### config.mk
export PLATFORM = sky130hd
export DESIGN_NAME = seq_detect_moore_param
export DESIGN_NICKNAME = d
export VERILOG_FILES = /design/src/rtl/seq_detect_moore_param.sv
export SDC_FILE = /design/constraint.sdc
export NUM_CORES = 1
export LEC_CHECK = 0
export CELL_PAD_IN_SITES_DETAIL_PLACEMENT = 2
export CELL_PAD_IN_SITES_GLOBAL_PLACEMENT = 2
export CORE_ASPECT_RATIO = 1.1
export CORE_MARGIN = 1.5
export CORE_UTILIZATION = 32
export DETAILED_ROUTE_END_ITERATION = 6
export PLACE_DENSITY = 0.79
export SYNTH_ARGS = -nofsm -noshare
export SYNTH_HDL_FRONTEND = slang
export SYNTH_SLANG_ARGS = --single-unit
### constraint.sdc
create_clock -name clk -period 3 [get_ports clk]
set_clock_uncertainty 0.05 [all_clocks]
set_input_delay 0.75 -clock clk [delete_from_list [all_inputs] [get_ports clk]]
set_output_delay 0.75 -clock clk [all_outputs]
set_load 0.03 [all_outputs]
### src/rtl/seq_detect_moore_param.sv
// Parametrised Moore serial sequence detector with runtime-loadable pattern, length and
// overlap mode, a valid-qualified input stream and a saturating match counter.
module seq_detect_moore_param #(
   parameter int unsigned MAX_LEN = 8,
   parameter int unsigned LEN_W   = $clog2(MAX_LEN) + 1,
   parameter int unsigned CNT_W   = 8
) (
   input  logic               clk,
   input  logic               rst,
   input  logic               cfg_load,
   input  logic [MAX_LEN-1:0] cfg_pattern,
   input  logic [LEN_W-1:0]   cfg_len,
   input  logic               cfg_overlap,
   input  logic               in_valid,
   input  logic               inp,
   output logic               out,
   output logic [CNT_W-1:0]   match_count,
   output logic               cfg_err
);

   typedef enum logic [1:0] {StIdle, StFill, StHunt, StHit} state_e;

   state_e             state_q;
   logic [MAX_LEN-1:0] pattern_q;
   logic [LEN_W-1:0]   len_q;
   logic               overlap_q;
   // Only MAX_LEN-1 history bits are stored: the oldest bit of a full-length window is
   // the stored MSB, and the newest is the incoming bit itself.
   logic [MAX_LEN-2:0] hist_q;
   logic [LEN_W-1:0]   bits_seen_q;
   logic               out_q;
   logic [CNT_W-1:0]   cnt_q;
   logic               cfg_err_q;

   logic [MAX_LEN-1:0] hist_shift;
   logic [MAX_LEN-1:0] len_mask;
   logic [31:0]        len_ext;
   logic [LEN_W:0]     seen_inc;
   logic               fill_done;
   logic               pat_eq;
   logic               hit;
   logic [LEN_W-1:0]   seen_next;
   logic               cfg_legal;
   logic [CNT_W-1:0]   cnt_inc;

   always_comb begin
      hist_shift = {hist_q, inp};
      len_ext    = 32'(len_q);
      len_mask   = '0;
      for (int unsigned i = 0; i < MAX_LEN; i++) begin
         len_mask[i] = (i < len_ext);
      end
      seen_inc  = {1'b0, bits_seen_q} + (LEN_W + 1)'(1);
      fill_done = (seen_inc >= {1'b0, len_q});
      pat_eq    = (((hist_shift ^ pattern_q) & len_mask) == '0);
      hit       = fill_done && pat_eq;

      // Non-overlapping mode restarts the fill after every match.
      if (hit && !overlap_q) begin
         seen_next = '0;
      end else if (seen_inc <= {1'b0, len_q}) begin
         seen_next = seen_inc[LEN_W-1:0];
      end else begin
         seen_next = bits_seen_q;
      end

      cfg_legal = (cfg_len != '0) && (32'(cfg_len) <= MAX_LEN);
      cnt_inc   = (&cnt_q) ? cnt_q : cnt_q + CNT_W'(1);
   end

   always_ff @(posedge clk) begin
      if (!rst) begin
         state_q     <= StIdle;
         pattern_q   <= '0;
         len_q       <= '0;
         overlap_q   <= 1'b0;
         hist_q      <= '0;
         bits_seen_q <= '0;
         out_q       <= 1'b0;
         cnt_q       <= '0;
         cfg_err_q   <= 1'b0;
      end else if (cfg_load) begin
         hist_q      <= '0;
         bits_seen_q <= '0;
         out_q       <= 1'b0;
         if (cfg_legal) begin
            pattern_q <= cfg_pattern;
            len_q     <= cfg_len;
            overlap_q <= cfg_overlap;
            cnt_q     <= '0;
            cfg_err_q <= 1'b0;
            state_q   <= StFill;
         end else begin
            cfg_err_q <= 1'b1;
            state_q   <= StIdle;
         end
      end else if (in_valid && (state_q != StIdle)) begin
         hist_q      <= hist_shift[MAX_LEN-2:0];
         bits_seen_q <= seen_next;
         if (hit) begin
            state_q <= StHit;
            out_q   <= 1'b1;
            cnt_q   <= cnt_inc;
         end else if (!fill_done) begin
            state_q <= StFill;
            out_q   <= 1'b0;
         end else begin
            state_q <= StHunt;
            out_q   <= 1'b0;
         end
      end
   end

   assign out         = out_q;
   assign match_count = cnt_q;
   assign cfg_err     = cfg_err_q;

endmodule

# Word level (Yosys, flattened, before mapping)
# Cells that the tools add are included.
dict set report totals {
  ff_bits 36
  latchBits 0
  ramBits 0
  mem_bits_ro 0
  input_bits 18
  out_inout_bits 10
  wordCells 57
  n_memories 0
}
dict set report classes {
  addsub 2
  multipliers 0
  n_div 0
  order_cmp 11
  n_eq_ne 2
  n_shift 0
  muxes 14
  n_bitwise 3
  n_reduce_logical 16
}
# operator count
set ops {}
lappend ops {{$mux 8} 5}
lappend ops {{$lt 3x4->1 const A} 4}
lappend ops {{$add 8x1->8 const B} 1}
lappend ops {{$and 8x8->8} 1}
lappend ops {{$logic_not 8->1} 1}
lappend ops {{$lt 1x4->1 const A} 2}
lappend ops {{$lt 2x4->1 const A} 2}
lappend ops {{$mux 2} 4}
lappend ops {{$mux 4} 2}
lappend ops {{$reduce_and 8->1} 1}
lappend ops {{$reduce_bool 2->1} 4}
lappend ops {{$xor 8x8->8} 1}
lappend ops {{$add 4x1->5 const B} 1}
lappend ops {{$ge 5x4->1} 1}
lappend ops {{$le 5x4->1} 1}
lappend ops {{$le 4x4->1 const B} 1}
lappend ops {{$logic_and 1x1->1} 4}
lappend ops {{$reduce_and 2->1} 2}
lappend ops {{$reduce_and 4->1} 1}
lappend ops {{$reduce_bool 4->1} 1}
lappend ops {{$mux 1} 3}
lappend ops {{$ne 2x1->1 const B} 1}
lappend ops {{$ne 2x2->1 const B} 1}
lappend ops {{$reduce_or 2->1} 1}
lappend ops {{other kinds (2)} 2}

# Logic depth before layout (Yosys ltp)
# Gate-level depths: netlist of the first run.
dict set report logic_depth {
  word_depth 7
  mapped_depth 10
  mapped_depth_nobuf 9
}

# Least setup slack after synthesis of the first run
# No wires, ideal clock.
dict set report synth_timing {
  path_kind {flip-flop to flip-flop}
  startpoint {reg bits_seen_q[0]}
  endpoint {reg cnt_q[4] (netlist: match_count[4])}
  setup_time_ps 62
  t_arrival_ps 2400
  required_ps 2888
  slack_ps 488
  stages_incl_launch_ff 11
  path_buffers 1
  synth_period_minus_slack_ps 2512
  cell_sequence {dfxtp_1 ha_1 xor2_1 ha_1 and3_1 a221oi_1 a221oi_4 nand3_2 buf_6 or4_1 nand3_1}
}
dict set report synth_between {
  elab_chain_len 5
}
# item line_no
set synth_rtl {}
lappend synth_rtl {{start, declared} 30} ;# logic [LEN_W-1:0] bits_seen_q;
lappend synth_rtl {{start signal, assigned} 99} ;# bits_seen_q <= seen_next;
lappend synth_rtl {{$add 4x1->5} 53} ;# seen_inc = {1'b0, bits_seen_q} + (LEN_W + 1)'(1);
lappend synth_rtl {{$ge 5x4->1} 54} ;# fill_done = (seen_inc >= {1'b0, len_q});
lappend synth_rtl {{$logic_and 1x1->1} 56} ;# hit = fill_done && pat_eq;
lappend synth_rtl {{$reduce_bool 2->1 (no source line)} --}
lappend synth_rtl {{$reduce_and 4->1 (no source line)} --}
lappend synth_rtl {{end signal, assigned} 103} ;# cnt_q <= cnt_inc;
lappend synth_rtl {{end, declared} 32} ;# logic [CNT_W-1:0] cnt_q;
# No other way between the ends.
# A chain may end at the register's enable or synchronous reset.

# Worst setup path in the final report of the first run
dict set report layout_timing {
  startpoint {reg bits_seen_q[2]}
  endpoint {reg cnt_q[3] (netlist: match_count[3])}
}
# The elaborated chain is that of the path after synthesis.

==> results of run 1 <==
[final timing paths]
check                                    from                     endpoint  slack, ns  cells after the start
setup / recovery  bits_seen_q[2]$_SDFFE_PP0P_  match_count[3]$_SDFFE_PN0P_       0.21                     11
hold / removal         hist_q[6]$_SDFFE_PP0P_       hist_q[6]$_SDFFE_PP0P_       0.43                      2
setup reg to reg  bits_seen_q[2]$_SDFFE_PP0P_  match_count[3]$_SDFFE_PN0P_       0.21                     11
hold reg to reg        hist_q[6]$_SDFFE_PP0P_       hist_q[6]$_SDFFE_PP0P_       0.43                      2
[kinds of logic (layout without fill, tap and decap cells)]
family	count (synthesis)	count (layout)	synth area share, %
multiplexers	14	14	7.50
adder cells (fa/ha/maj)	6	6	4.02
AND/OR/NAND/NOR	83	83	23.9
AO/OA/AOI/OAI	47	47	18.0
flip-flops	36	36	38.6
buffers and inverters	12	52	2.88
XOR/XNOR	11	11	5.15
[state kept, by name, indices dropped and copies added (netlist names), 2 cells and up]
| signal | flops |
|---|---|
| pattern_q | 8 |
| len_q | 4 |
| state_q | 2 |
| match_count | 8 |
| hist_q | 7 |
| bits_seen_q | 4 |
[critical path, cell delays in order (launching register included)]
cell and delay (ns):
dfxtp_2 0.39, nand3_1 0.11, xnor2_1 0.18, ha_1 0.34, and3_1 0.20, a221oi_1 0.09
buf_4 0.16, a221oi_4 0.32, nand3_2 0.17, buf_4 0.21, or3_1 0.34, a21oi_1 0.16
[synth_stat cells (5+ instances only)]
library cell and instances:
nor2b_1 13, nand3_1 9, nand2_1 27, xnor2_1 9, nor2_1 9, ha_1 6, a21oi_1 15, dfxtp_1 36
o21ai_0 7, inv_1 5, mux2i_1 14
[timing repair]
| action | 4_1_cts | 5_1_grt |
|---|---|---|
| resized for setup | 0 | 3 |
| endpoints found under the hold margin | 0 | 0 |
| hold buffers | 0 | 0 |
| endpoints found under the setup margin | 0 | 2 |
[cell type report]
type	count	area (um2)	share of cell area, %
multi-input combinational	161	1100	46.0
sequential	36	723	30.3
timing repair buffer	39	360	15.1
tap	77	96.3	4.04
clock buffer	8	90.1	3.78
inverter	5	18.8	0.787
[per-layer routing]
metal  vias up  GRT usage, %  wire length, um
li1        828             -                -
met4         0          4.87               70
met1       828          22.2             2270
met2        21          32.4             2830
met3         8          3.88              103
met5         -             0                0
[through the flow]
step / setup TNS [ns] / cells / cell area [um2]
floorplan: 0 / 209 / 1870
global placement: 0 / 318 / 2290
detailed placement: -0.0231 / 318 / 2290
CTS: 0 / 326 / 2380
global route: 0 / 326 / 2390
finish: 0 / 326 / 2390
[placed cells by master, fill, tap and decap left out, drive strengths merged]
cell type / n
nor2b: 13
dfxtp: 36
nor2: 9
o2111ai: 2
o21ai: 7
a211oi: 1
or4b: 1
buf: 12
nor4b: 2
nand2b: 4
clkbuf: 8
a21boi: 1
or4: 2
a31oi: 2
inv: 5
o211ai: 3
or3: 2
xor2: 2
o31ai: 3
nand4: 1
and3: 4
a21o: 2
nand3b: 1
nand3: 11
a221oi: 3
a21oi: 15
and2: 1
o22ai: 4
a2bb2oi: 1
nand4b: 2
a31o: 2
o21a: 1
nand2: 27
nor3: 3
mux2i: 14
clkdlybuf4s50: 27
xnor2: 9
ha: 6
[where the power goes]
group | leakage, uW | switching, uW | internal (uW)
registers | 0.000293 | 11.0 | 490
logic | 0.000547 | 81.1 | 76.5
clock network | 0.0000455 | 172 | 188
==> impl_metrics.ini, run 1 <==
[floorplanning]
design.die.area_um2 = 6310
die_x_um = 75.9
die_h_um = 83.2
start_util_pct = 32.8
core_area_um2 = 5700
rows = 29
boundaryPins = 28

[layout]
drive_above_1_share_pct = 11.2
nFillCells = 636
diodes = 0
fin_util_pct = 41.9
syn2layout_area_growth_pct = 27.6
nets = 272

[critical_path]
cp.required_ns = 3.16
cp_max_fo = 7
crit_arrival_ns = 2.95
crit_type = register to register
endpoint_kind = register
cp-start-kind = register

[logic_synthesis]
synth.area.top_cells = dfxtp_1 39%, mux2i_1 7.5%, nand2_1 5.4%, nor2b_1 4.4%, xnor2_1 4.2%
synth_cell_types = 43
synthFlopType = dfxtp_1
synth_area_leader_cell = dfxtp_1
synth_cells = 209
synth_enable_flop_cells = 0
avgSynthCellArea_um2 = 8.94
ys_async_sr_fraction_pct = 0
synth-seq-cells = 36
yosys_warnings = 0
synth_area_um2 = 1870
synth_top_area_share_pct = 38.6
syn_nets = 233
yosysSeqAreaShare_pct = 38.6

[detailed_routing]
routed_wl_um = 5270
drc = 0
drt_iter0_drc = 41
vias = 1685
avgRoutedWirePerCell_um = 16.2
antenna_left = 0
viasPerCell = 5.17
drt-pass1-iter-count = 4

[global_route]
antenna_found_initial = 0
track_usage_pct = 18.5
overflow = 0
first_global_vias = 1822
grt_pass1_wl_um = 8960
grt_max_degree = 15

[placed_design]
dp_hpwl_um = 4030
place_worst_setup_slack_ns = -0.0231
gp_congestion = 0.759
io_buffers = 27

[sta]
setup-violations-final = 0
worst_slew_pin_slew_ns = 0.619
period_needed_ns = 2.79
hold_viol = 0
finalCritPeriodShare_pct = 93.0
max_freq_ghz = 0.358
slew_viol_final = 0
fin_hold_ws_ns = 0.432
setup_ws_ns = 0.210
rsz0062_at_grt = no
slew_headroom_pct = 58.3

[power]
power_density_nw_per_um2 = 427
power.leakage_uw = 0.000885
power_uw = 1020
ir_drop_mv = 0.241

[cts]
clk_pin_slew_worst_paths_ns = 0.08
root_buffer = clkbuf_8
cts_sinks = 36
insertion_delay_ns = 0.28
post_cts_buffers = 0
tritoncts = built
cts.path.max_buffers = 2
numCtsBuffers = 5
cts-htree-levels = 2

[outcome]
status = complete, no violations

[flow_run]
drv_cap = 0

[worst_hold_path]
holdCritPathClass = register to register
No activity file was read; power rests on OpenSTA's default activity.
==> run 2: changes to the inputs <==
--- a/config.mk
+++ b/config.mk
@@ -5,6 +5,7 @@
 export SDC_FILE = /design/constraint.sdc
 export NUM_CORES = 1
 export LEC_CHECK = 0
+export CAP_MARGIN = 20
 export CELL_PAD_IN_SITES_DETAIL_PLACEMENT = 2
 export CELL_PAD_IN_SITES_GLOBAL_PLACEMENT = 2
 export CORE_ASPECT_RATIO = 1.1
==> results of run 2 <==
Final layout, timing and power as in run 1 (identical DEF).
